$ cat src/rtl/retire_sq.sv
// retire_sq: retire stage with tag-based kill, redirect and store queue.
// Optional RETIRE_STATS_EN adds retired/killed instruction counters.
module retire_sq #(
    parameter int NUM_RES   = 2,
    parameter int TAG_W     = 4,
    parameter int SQ_DEPTH  = 4,
    parameter int WB_STAGES = 2
) (
    input  logic                         clk,
    input  logic                         reset,
    input  logic                         in_valid,
    output logic                         in_ready,
    input  logic [NUM_RES*32-1:0]        result,
    input  logic [$clog2(NUM_RES)-1:0]   wb_sel,
    input  logic                         jump,
    input  logic                         we,
    input  logic [TAG_W-1:0]             instruction_tag,
    input  logic [3:0]                   write_in,
    output logic                         reg_we,
    output logic [31:0]                  WrData,
    output logic [31:0]                  New_pc,
    output logic                         new_pc_valid,
    output logic                         mem_valid,
    input  logic                         mem_ready,
    output logic [31:0]                  write_address,
    output logic [31:0]                  DATA_out,
    output logic [3:0]                   write,
    output logic [TAG_W-1:0]             curr_tag,
    output logic [$clog2(SQ_DEPTH):0]    sq_count,
    output logic [31:0]                  retired_cnt,
    output logic [31:0]                  killed_cnt
);

    localparam int SEL_W = $clog2(NUM_RES);
    localparam int PTR_W = $clog2(SQ_DEPTH);
    localparam int CNT_W = PTR_W + 1;

    logic                          accept, killed, live, push, pop;
    logic [31:0]                   sel_data;

    logic [WB_STAGES-1:0]          wb_vld_q, wb_vld_d;
    logic [WB_STAGES-1:0][31:0]    wb_dat_q, wb_dat_d;
    logic [TAG_W-1:0]              tag_q, tag_d;
    logic [31:0]                   npc_q, npc_d;
    logic                          npv_q, npv_d;

    logic [31:0]                   sq_addr_q [SQ_DEPTH];
    logic [31:0]                   sq_addr_d [SQ_DEPTH];
    logic [31:0]                   sq_data_q [SQ_DEPTH];
    logic [31:0]                   sq_data_d [SQ_DEPTH];
    logic [3:0]                    sq_mask_q [SQ_DEPTH];
    logic [3:0]                    sq_mask_d [SQ_DEPTH];
    logic [PTR_W-1:0]              wr_ptr_q, wr_ptr_d;
    logic [PTR_W-1:0]              rd_ptr_q, rd_ptr_d;
    logic [CNT_W-1:0]              cnt_q, cnt_d;

    assign in_ready = (cnt_q != CNT_W'(SQ_DEPTH));
    assign accept   = in_valid && in_ready;
    assign killed   = (instruction_tag != tag_q);
    assign live     = accept && !killed;
    assign push     = live && (write_in != 4'h0);
    assign mem_valid = (cnt_q != '0);
    assign pop      = mem_valid && mem_ready;

    // Pick the channel routed to the register bank
    always_comb begin
        sel_data = '0;
        for (int i = 0; i < NUM_RES; i++) begin
            if (wb_sel == SEL_W'(i)) sel_data = result[i*32 +: 32];
        end
    end

    // Write-back delay line, tag advance and redirect capture
    always_comb begin
        wb_vld_d    = '0;
        wb_dat_d    = '0;
        wb_vld_d[0] = live && we;
        wb_dat_d[0] = (live && we) ? sel_data : 32'h0;
        for (int i = 1; i < WB_STAGES; i++) begin
            wb_vld_d[i] = wb_vld_q[i-1];
            wb_dat_d[i] = wb_dat_q[i-1];
        end
        tag_d = tag_q;
        npc_d = npc_q;
        npv_d = 1'b0;
        if (live && jump) begin
            tag_d = tag_q + TAG_W'(1);
            npc_d = result[63:32];
            npv_d = 1'b1;
        end
    end

    // Store queue push/pop bookkeeping
    always_comb begin
        sq_addr_d = sq_addr_q;
        sq_data_d = sq_data_q;
        sq_mask_d = sq_mask_q;
        wr_ptr_d  = wr_ptr_q;
        rd_ptr_d  = rd_ptr_q;
        cnt_d     = cnt_q;
        if (push) begin
            sq_addr_d[wr_ptr_q] = result[63:32];
            sq_data_d[wr_ptr_q] = result[31:0];
            sq_mask_d[wr_ptr_q] = write_in;
            wr_ptr_d = wr_ptr_q + PTR_W'(1);
        end
        if (pop) rd_ptr_d = rd_ptr_q + PTR_W'(1);
        unique case ({push, pop})
            2'b10:   cnt_d = cnt_q + CNT_W'(1);
            2'b01:   cnt_d = cnt_q - CNT_W'(1);
            default: cnt_d = cnt_q;
        endcase
    end

    // State registers
    always_ff @(posedge clk or negedge reset) begin
        if (!reset) begin
            wb_vld_q <= '0;
            wb_dat_q <= '0;
            tag_q    <= '0;
            npc_q    <= '0;
            npv_q    <= 1'b0;
            wr_ptr_q <= '0;
            rd_ptr_q <= '0;
            cnt_q    <= '0;
            for (int i = 0; i < SQ_DEPTH; i++) begin
                sq_addr_q[i] <= '0;
                sq_data_q[i] <= '0;
                sq_mask_q[i] <= '0;
            end
        end else begin
            wb_vld_q  <= wb_vld_d;
            wb_dat_q  <= wb_dat_d;
            tag_q     <= tag_d;
            npc_q     <= npc_d;
            npv_q     <= npv_d;
            wr_ptr_q  <= wr_ptr_d;
            rd_ptr_q  <= rd_ptr_d;
            cnt_q     <= cnt_d;
            sq_addr_q <= sq_addr_d;
            sq_data_q <= sq_data_d;
            sq_mask_q <= sq_mask_d;
        end
    end

    assign reg_we        = wb_vld_q[WB_STAGES-1];
    assign WrData        = wb_dat_q[WB_STAGES-1];
    assign New_pc        = npc_q;
    assign new_pc_valid  = npv_q;
    assign curr_tag      = tag_q;
    assign sq_count      = cnt_q;
    assign write_address = mem_valid ? sq_addr_q[rd_ptr_q] : 32'h0;
    assign DATA_out      = mem_valid ? sq_data_q[rd_ptr_q] : 32'h0;
    assign write         = mem_valid ? sq_mask_q[rd_ptr_q] : 4'h0;

`ifdef RETIRE_STATS_EN
    logic [31:0] ret_q, ret_d, kill_q, kill_d;

    // Count consumed instructions by outcome
    always_comb begin
        ret_d  = ret_q;
        kill_d = kill_q;
        if (live)             ret_d  = ret_q + 32'd1;
        if (accept && killed) kill_d = kill_q + 32'd1;
    end

    // Counter registers
    always_ff @(posedge clk or negedge reset) begin
        if (!reset) begin
            ret_q  <= '0;
            kill_q <= '0;
        end else begin
            ret_q  <= ret_d;
            kill_q <= kill_d;
        end
    end

    assign retired_cnt = ret_q;
    assign killed_cnt  = kill_q;
`else
    assign retired_cnt = 32'h0;
    assign killed_cnt  = 32'h0;
`endif

endmodule

$ cat config.mk
export PLATFORM = sky130hd
export DESIGN_NAME = retire_sq
export DESIGN_NICKNAME = d
export VERILOG_FILES = /design/src/rtl/retire_sq.sv
export SDC_FILE = /design/constraint.sdc
export NUM_CORES = 1
export LEC_CHECK = 0
export CELL_PAD_IN_SITES_DETAIL_PLACEMENT = 1
export CELL_PAD_IN_SITES_GLOBAL_PLACEMENT = 2
export CORE_ASPECT_RATIO = 1.4
export CORE_MARGIN = 1.5
export CORE_UTILIZATION = 49
export DETAILED_ROUTE_END_ITERATION = 16
export DONT_BUFFER_PORTS = 1
export PLACE_DENSITY = 0.91
export SETUP_SLACK_MARGIN = 0.3
export SYNTH_ARGS = -nofsm -noshare
export SYNTH_HDL_FRONTEND = slang
export SYNTH_SLANG_ARGS = --single-unit
$ cat constraint.sdc
create_clock -name clk -period 3.4 [get_ports clk]
set_input_delay 1.02 -clock clk [delete_from_list [all_inputs] [get_ports clk]]
set_output_delay 1.02 -clock clk [all_outputs]
set_load 0.01 [all_outputs]
==> results.yml, run 1 <==
synth:
  yosys_warnings: 0
  yosysTopAreaCell: "dfrtp_1"
  synth_compound_area_share_pct: 0.1029
  synthesis.area_mm2: 0.01702
  synth.distinct_cells: 33
  synth.ff_latch_count: 382
  synth_cells: 1077
  synth_top_cell_area_share_pct: 56.17
  syn_avg_cell_area_um2: 15.80
  synth_top_family_by_area: "multiplexers"
  yosys-top-cells-area: "dfrtp_1 (56%), mux2_2 (15%), mux4_2 (9.0%)"
  synth-xor-area-share_pct: 0.6617
  synth_mux_area_share_pct: 32.88
  yosys.area_share.simple_pct: 4.345
  synthAdderAreaFrac_pct: 0.5587
  yosysSeqAreaShare_pct: 56.17
timing:
  rsz0062_at_grt: "false"
  finalHoldViolCount: 0
  tns_ns: 0
  tightestPinTransition_ns: 1.246
  fmax_ghz: 0.3294
  slew_viol_final: 0
  min_period_ns: 3.036
  min_period_over_period_pct: 89.30
  slew_headroom_pct: 16.91
  setup_viol: 0
  timing.hold.ws_ns: 0.1924
  clock_skew_ns: 0.01002
floorplan:
  fp.dieArea_mm2: 0.03588
  die_h_um: 223.5
  initial_core_util_pct: 49.86
  ios: 286
  dieWidth_um: 160.5
  rows: 80
  coreArea_mm2: 0.03413
min_path:
  min_path_type: "in -> async"
cts:
  cts_max_path_buffers: 3
  clkSlewWorstSetupHoldPaths_ns: 0.06
  cts_sinks: 382
  cts_buffers: 39
  root_buffer: "clkbuf_16"
  cts_tree: "yes"
  cts-hold-fix-buffers: 0
  clk-insertion-delay-late_ns: 0.53
  htree_levels: 2
power:
  cellLeakagePower_nw: 8.885
  power_mw: 16.10
  power_density_mw_per_mm2: 861.9
  switchingPower_mw: 4.755
  comb_power_share_pct: 30.5
  p_int_mw: 11.35
  seq_power_share_pct: 44.2
  switching_share_pct: 29.53
  ir_drop_v: 0.0005680
  clkPwrFrac_pct: 25.3
placement:
  gp_congestion: 0.7194
  dp_hpwl_um: 22640
  io_buffer_count: 0
worst_setup_path:
  critPathRequiredTime_ns: 2.38
  crit_path_start_kind: "flop"
  critPathKind: "reg -> out"
  crit_path_end_kind: "output pin"
  cp.arrival_ns: 2.02
  worstPathMaxFanout: 10
drt:
  routedWlPerCell_um: 24.65
  drt_pre_antenna_iters: 4
  wirelength_um: 38420
  via_per_inst: 5.672
  vias: 8842
  drc: 0
  antenna_left: 0
  first_iter_violations: 477
global_routing:
  first_global_vias: 10040
  grt_pass1_wl_um: 59310
  grt_start_max_net_pins: 383
  grt_overflow: 0
  antenna_found_initial: 2
  grt_usage_pct: 21.57
layout:
  final_cell_mix: "dfrtp_1 (379), mux2_2 (223), mux2_4 (80), mux4_2 (68), and2_1 (67)"
  final_common_cell: "dfrtp_1"
  final_util_pct: 54.74
  antenna_cells: 0
  area_growth_pct: 9.778
  nets: 1169
  drive_gt1_share_pct: 42.51
run_status:
  outcome: "finished clean"
flow_run:
  cap_violations: 0
## logic make-up (layout without fill, tap and decap cells)
logic type,Yosys count,after routing
multiplexers,406,406
buffers and inverters,138,106
AND/OR/NAND/NOR,129,129
AO/OA/AOI/OAI,2,2
adder cells (fa/ha/maj),7,7
other,1,64
flip-flops,382,382
XOR/XNOR,12,12
## stage by stage
stage          setup WS (ns)  cell area [µm²]  std cells
4_1_cts               0.2557            18530       1550
6_report              0.3639            18680       1559
2_1_floorplan         0.5891            17260       1140
5_1_grt               0.3004            18680       1559
3_5_place_dp          0.4493            17300       1481
3_3_place_gp          0.4892            17300       1481
## power groups by stage
stage	Sequential (mW)	Clock, mW	Combinational (mW)
after global placement	7.11	0	4.45
final	7.11	4.08	4.91
after floorplan	6.78	0	3.91
after detailed placement	7.24	0	4.60
after CTS	7.15	4.18	4.73
after global routing	7.31	4.33	5.26
## worst paths after layout
kind,start,to,slack (ns),depth (start not counted)
worst max-delay path,rd_ptr_q[0],DATA_out[14],0.36,4
worst min-delay path,reset,sq_mask_q[4],0.19,0
worst max register to register,sq_count[0],wb_dat_d[43],0.92,5
worst min register to register,wb_dat_d[33],WrData[1],0.35,0
max in group asynchronous,reset,wb_vld_q[1],2.19,0
min in group clk,wb_dat_d[33],WrData[1],0.35,0
## timing repair
item / 4_1_cts / 5_1_grt
gates cloned: 0 / 3
endpoints found under the setup margin: 68 / 45
endpoints found under the hold margin: 0 / 0
setup buffers: 3 / 6
resized for setup: 5 / 6
## synthesized netlist by cell type
| cell | number |
|---|---|
| mux2_4 | 80 |
| clkbuf_1 | 20 |
| nand3_1 | 7 |
| dfrtp_1 | 382 |
| buf_6 | 13 |
| or3_1 | 2 |
| nor3_2 | 4 |
| nor4_1 | 2 |
| a2bb2oi_1 | 1 |
| ha_1 | 6 |
| nor3_4 | 1 |
| mux2_1 | 2 |
| nand2_1 | 4 |
| nor2_1 | 33 |
| buf_2 | 31 |
| conb_1 | 1 |
| xnor2_1 | 5 |
| buf_4 | 64 |
| nand3_2 | 1 |
| mux4_2 | 68 |
| buf_1 | 1 |
| nand2b_1 | 2 |
| inv_1 | 9 |
| and2_1 | 69 |
| or3b_1 | 1 |
| nor3_1 | 2 |
| xnor2_2 | 1 |
| mux2_2 | 223 |
| fa_1 | 1 |
| mux2i_1 | 33 |
| xor2_1 | 6 |
| o41ai_1 | 1 |
| or4_4 | 1 |
## critical path: stages (launching register included)
cell and delay (ns):
dfrtp_4 0.44, buf_12 0.14, buf_12 0.16, mux4_2 0.53, and2_1 0.21
## registers in the layout, summed over array words and instances, names as in the netlist
name / cells
New_pc: 32
WrData: 32
curr_tag: 4
new_pc_valid: 1
rd_ptr_q: 2
sq_addr_q: 128
sq_count: 3
sq_data_q: 128
sq_mask_q: 16
wb_dat_d: 32
wb_vld_q: 2
wr_ptr_q: 2
## final cells by class
type                            count  area, µm²
Multi-Input combinational cell    620       6835
Clock inverter                     10      77.57
Timing Repair Buffer               31      491.7
Clock buffer                       56       1112
Tap cell                          451      564.3
Fill cell                        3160      15450
Inverter                            9      33.78
Sequential cell                   382       9568
## routing by layer
| layer | vias to the layer above | GRT usage [%] | wire length (µm) |
|---|---|---|---|
| met5 | - | 0 | 0 |
| li1 | 3684 | - | - |
| met2 | 297 | 37.52 | 19790 |
| met1 | 4796 | 26.63 | 15390 |
| met3 | 65 | 4.555 | 2167 |
| met4 | 0 | 7.386 | 1077 |
Power figures use the tool's default switching activity.
==> run 2, diff against run 1 <==
CORE_UTILIZATION = 41   (was 49)
PLACE_DENSITY = 0.82   (was 0.91)
clock period = 2.6 ns   (was 3.4 ns; I/O delays follow)
==> run 2 against run 1 <==
Effect of this change:
- the run now ends with hold timing, setup timing left
- critical path type unchanged
- non-clock buffer count up 36
- register-to-register slack got worse by 0.56 ns
- first-iteration DRC count decreased by 30%
- largest power group unchanged
- wire length is 2.1% higher
- die area up 19%
- setup slack worse by 0.55 ns
- utilization shrank 7.0 points
- clock power up 40%
- hold slack got worse by 0.22 ns
- combinational power rose by 54%
- power grew 40%
==> results.yml, run 2 (synthesis gave the netlist of run 1 again) <==
placement:
  dp_hpwl_um: 24430
  io_buffer_count: 0
  placed_cells: 1595
  gp_congestion: 0.7063
floorplan:
  dieWidth_um: 175.2
  rows: 88
  ios: 286
  coreArea_mm2: 0.04107
  initial_core_util_pct: 41.44
  die_h_um: 244.1
  fp.dieArea_mm2: 0.04276
cts:
  cts_sinks: 382
  cts_max_path_buffers: 3
  root_buffer: "clkbuf_16"
  cts_tree: "yes"
  cts_buffers: 39
  clk-insertion-delay-late_ns: 0.53
  clkSlewWorstSetupHoldPaths_ns: 0.06
  htree_levels: 2
timing:
  slew_headroom_pct: 12.24
  finalHoldViolCount: 7
  fmax_ghz: 0.3590
  rsz0062_at_grt: "true"
  tightestPinTransition_ns: 1.316
  setup_viol: 68
  min_period_ns: 2.786
  slew_viol_final: 0
  timing.hold.ws_ns: -0.02618
  min_period_over_period_pct: 107.1
  clock_skew_ns: 0.01839
  worst_slack_ns: -0.1858
global_routing:
  grt_usage_pct: 18.66
  grt_overflow: 0
  grt.met3_usage_pct: 3.856
  grtUsageMet2_pct: 32.32
  antenna_found_initial: 0
  grt_start_max_net_pins: 383
  first_global_vias: 10050
  busiest_layer: "met2"
  grt_pass1_wl_um: 61420
  met1_usage_pct: 23.45
drt:
  vias: 8846
  drc: 0
  first_iter_violations: 336
  routedWlPerCell_um: 23.24
  via_per_inst: 5.237
  antenna_left: 0
  drt_pre_antenna_iters: 4
  wirelength_um: 39250
layout:
  layout.cells.non_filler: 1689
  final_common_cell: "dfrtp_1"
  final_cell_mix: "dfrtp_1 (380), mux2_2 (223), mux2_4 (80), and2_4 (68), mux4_2 (68)"
  largestRegisters: "sq_addr_q x128, sq_data_q x128"
  drive_gt1_share_pct: 51.35
  nets: 1205
  area_growth_pct: 15.12
  antenna_cells: 0
worst_setup_path:
  crit_end: "write_address[25]"
  reg2regPathDepth: 11
  r2r_start: "sq_count[0]"
  crit_path_start_kind: "flop"
  crit_path_end_kind: "output pin"
  regToRegSetupSlack_ns: 0.36
  r2r_end: "sq_count[2]"
  cp.arrival_ns: 2.01
  critPathRequiredTime_ns: 1.82
  crit_start: "rd_ptr_q[0]"
  critPathKind: "reg -> out"
  worstPathMaxFanout: 6
run_status:
  violations: "hold timing, setup timing"
  outcome: "complete, but fails checks"
power:
  ir_drop_v: 0.0006041
  power_density_mw_per_mm2: 1147
  cellLeakagePower_nw: 9.311
flow_run:
  cap_violations: 0
min_path:
  min_path_type: "in -> async"
run 2: cell count changes in the layout (fill, tap and decap cells not counted), moves of 2 or more:
cell and delta:
and2_4 +68, and2_1 -66, buf_4 +18, buf_12 +10, clkbuf_1 -6, buf_16 +5
buf_6 +5, clkbuf_8 +4, clkbuf_16 -3, and2_2 -2, bufinv_16 +2, clkinv_2 +2
run 2: through the flow:
step / util, % / instance area [µm²] / power, mW / setup WS, ns / setup TNS (ns)
2_1_floorplan: - / 17270 / 13.99 / 0.08150 / 0
3_3_place_gp: 43.00 / 17660 / 15.37 / -0.2788 / -47.53
3_5_place_dp: 43.00 / 17660 / 15.71 / -0.3058 / -48.94
4_1_cts: 47.44 / 19480 / 22.66 / -0.2369 / -13.35
5_1_grt: 47.70 / 19590 / 23.58 / -0.2581 / -15.09
6_report: 47.70 / 19590 / 22.47 / -0.1858 / -10.31
run 2: worst min-delay path by stage:
stage | startpoint | end | slack [ns] | cells after the start
floorplan | wb_dat_d[32] | WrData[0] | 0.33 | 0
global placement | wb_dat_d[53] | WrData[21] | 0.33 | 0
detailed placement | wb_dat_d[53] | WrData[21] | 0.34 | 0
CTS | reset | sq_mask_q[10] | -0.07 | 0
global route | reset | new_pc_valid | -0.06 | 0
finish | reset | sq_mask_q[11] | -0.03 | 0
run 2: layout make-up:
| type | count | area (µm²) |
|---|---|---|
| fillers | 3906 | 21480 |
| flip-flops and latches | 382 | 9567 |
| multi-input cells | 620 | 7037 |
| clock buffers | 54 | 1145 |
| repair buffers | 67 | 960.9 |
| well taps | 540 | 675.6 |
| clock inverters | 17 | 172.7 |
| inverters | 9 | 33.78 |
run 2: critical path, stage by stage (launching register included):
cell and delay (ns):
dfrtp_4 0.46, buf_12 0.17, buf_16 0.15, mux4_2 0.52
and2_4 0.19
run 2: per-layer routing:
metal / vias up / share of wire, % / routed length (µm)
met3: 64 / 5.0 / 1943
met1: 4793 / 41 / 16250
li1: 3754 / - / -
met4: 0 / 2.4 / 958
met2: 235 / 51 / 20100
met5: - / 0 / 0
run 2: power breakdown:
group          total, mW  internal, mW  switching [mW]
clock               5.73          3.39            2.34
sequential          9.20          7.97            1.23
combinational       7.54          4.67            2.87
total               22.5          16.0            6.44
run 2: what timing repair did:
item,CTS,global route
gates cloned,4,0
hold endpoints to repair,382,333
pin swaps,5,4
resized for setup,105,8
endpoints found under the setup margin,311,130
buffers inserted,9,10
==> run 3, diff against run 2 <==
REMOVE_ABC_BUFFERS = 1   (was default)
==> run 3 against run 2 <==
Effect of this change:
- the run ends with hold timing, slew limit, setup timing left
- wire length increased by 1.6%
- non-clock buffer count down 9
- via count up 0.41%
- clock-buffer cell count is 1 lower
- global-route usage increased by 0.27 points
- sequential power grew 0.7%
- critical path depth increased by 1
- largest power group unchanged
- fmax is 2.8% lower
- setup slack worse by 0.082 ns
- first-iteration DRC count up 15%
- sequential share of layout area rose by 0.22 points
- critical endpoint is now DATA_out[24]
==> results.yml, run 3 (synthesis gave the netlist of run 1 again) <==
drt:
  routedWlPerCell_um: 23.77
  drc: 0
  first_iter_violations: 387
  drt_pre_antenna_iters: 4
  via_per_inst: 5.293
  vias: 8882
  antenna_left: 0
  wirelength_um: 39880
timing:
  slew_headroom_pct: -23.71
  setup_viol: 69
  fmax_ghz: 0.3487
  min_period_ns: 2.867
  tightestPinTransition_ns: 1.856
  tns_ns: -15.38
  worst_slack_ns: -0.2675
  clock_skew_ns: 0.01061
  slew_viol_final: 172
  min_period_over_period_pct: 110.3
  timing.hold.ws_ns: -0.05567
  finalHoldViolCount: 19
  rsz0062_at_grt: "true"
run_status:
  violations: "hold timing, slew limit, setup timing"
  outcome: "complete, but fails checks"
layout:
  final_common_cell: "dfrtp_1"
  layout.cells.non_filler: 1678
  nets: 1196
  final_cell_mix: "dfrtp_1 (380), mux2_2 (223), mux2_4 (80), mux4_2 (68), and2_4 (67)"
  area_growth_pct: 14.60
  final_util_pct: 47.49
  antenna_cells: 0
  largestRegisters: "sq_addr_q x128, sq_data_q x128"
  drive_gt1_share_pct: 50.53
worst_setup_path:
  r2r_end: "sq_count[2]"
  regToRegSetupSlack_ns: 0.31
  crit_path_end_kind: "output pin"
  worstPathMaxFanout: 5
  r2r_start: "sq_count[1]"
  crit_path_start_kind: "flop"
  crit_start: "rd_ptr_q[0]"
  critPathRequiredTime_ns: 1.82
  critPathKind: "reg -> out"
  reg2regPathDepth: 12
  crit_end: "DATA_out[24]"
  cp.arrival_ns: 2.09
min_path:
  min_path_type: "in -> async"
global_routing:
  grt_usage_pct: 18.93
  grt_overflow: 0
  grt_pass1_wl_um: 62220
  grt_start_max_net_pins: 383
  antenna_found_initial: 0
  first_global_vias: 10190
placement:
  gp_congestion: 0.7218
  placed_cells: 1584
  io_buffer_count: 0
  dp_hpwl_um: 23140
power:
  ir_drop_v: 0.0006281
  power_density_mw_per_mm2: 1162
  cellLeakagePower_nw: 9.269
  power_mw: 22.66
floorplan:
  coreArea_mm2: 0.04107
  rows: 88
  dieWidth_um: 175.2
  die_h_um: 244.1
  ios: 286
  initial_core_util_pct: 41.44
  fp.dieArea_mm2: 0.04276
cts:
  cts_sinks: 382
  cts_tree: "yes"
  clk-insertion-delay-late_ns: 0.54
  cts_max_path_buffers: 3
  cts_buffers: 39
  htree_levels: 2
  root_buffer: "clkbuf_16"
  clkSlewWorstSetupHoldPaths_ns: 0.06
flow_run:
  cap_violations: 0
run 3: cell types whose count changed in the layout (fill, tap and decap cells not counted), moves of 2 or more:
cell | previous run | this run
buf_12 | 24 | 16
buf_6 | 8 | 10
clkbuf_8 | 7 | 5
clkbuf_16 | 41 | 45
buf_4 | 28 | 20
run 3: worst min-delay path by stage:
stage                             end  cells after the start  slack [ns]    startpoint
after floorplan             WrData[0]                      0        0.33  wb_dat_d[32]
after global placement    wb_vld_q[1]                      0        0.33   wb_vld_q[0]
after detailed placement  wb_vld_q[1]                      0        0.34   wb_vld_q[0]
after CTS                  WrData[14]                      0       -0.09         reset
after global routing       WrData[14]                      0       -0.08         reset
final                      WrData[14]                      0       -0.06         reset
run 3: per-stage QoR:
stage / instance area [µm²] / setup slack (ns)
2_1_floorplan: 16390 / -2.466
3_3_place_gp: 17520 / -0.2151
3_5_place_dp: 17520 / -0.1939
4_1_cts: 19300 / -0.3142
5_1_grt: 19500 / -0.3158
6_report: 19500 / -0.2675
run 3: metal layers:
metal | track usage [%] | vias to the layer above | part of all wire, %
met5 | 0 | - | 0
met4 | 6.637 | 0 | 2.7
met3 | 3.436 | 60 | 4.2
met2 | 33.99 | 237 | 53
met1 | 22.65 | 4847 | 40
li1 | - | 3738 | -
run 3: layout make-up:
type                    count  area [µm²]
fillers                  3928       21570
flip-flops and latches    382        9567
multi-input cells         620        7027
clock buffers              53        1121
repair buffers             58       890.9
well taps                 540       675.6
clock inverters            16       188.9
inverters                   9       33.78
run 3: worst max-delay path, cell delays in order (launching register included):
cell and delay (ns):
dfrtp_4 0.51, buf_6 0.13, buf_12 0.13, buf_16 0.15, mux4_2 0.44, and2_4 0.19
run 3: repair_timing:
item	CTS	global route
pin swaps	2	7
endpoints found under the hold margin	382	243
buffers inserted	11	5
resized for setup	80	25
endpoints found under the setup margin	181	100
cloned	5	4
run 3: report_power, final:
part           switching, mW  internal (mW)  total, mW
clock network           2.33           3.42       5.76
registers               1.28           7.97       9.26
logic                   2.91           4.73       7.64
total                   6.53           16.1       22.7
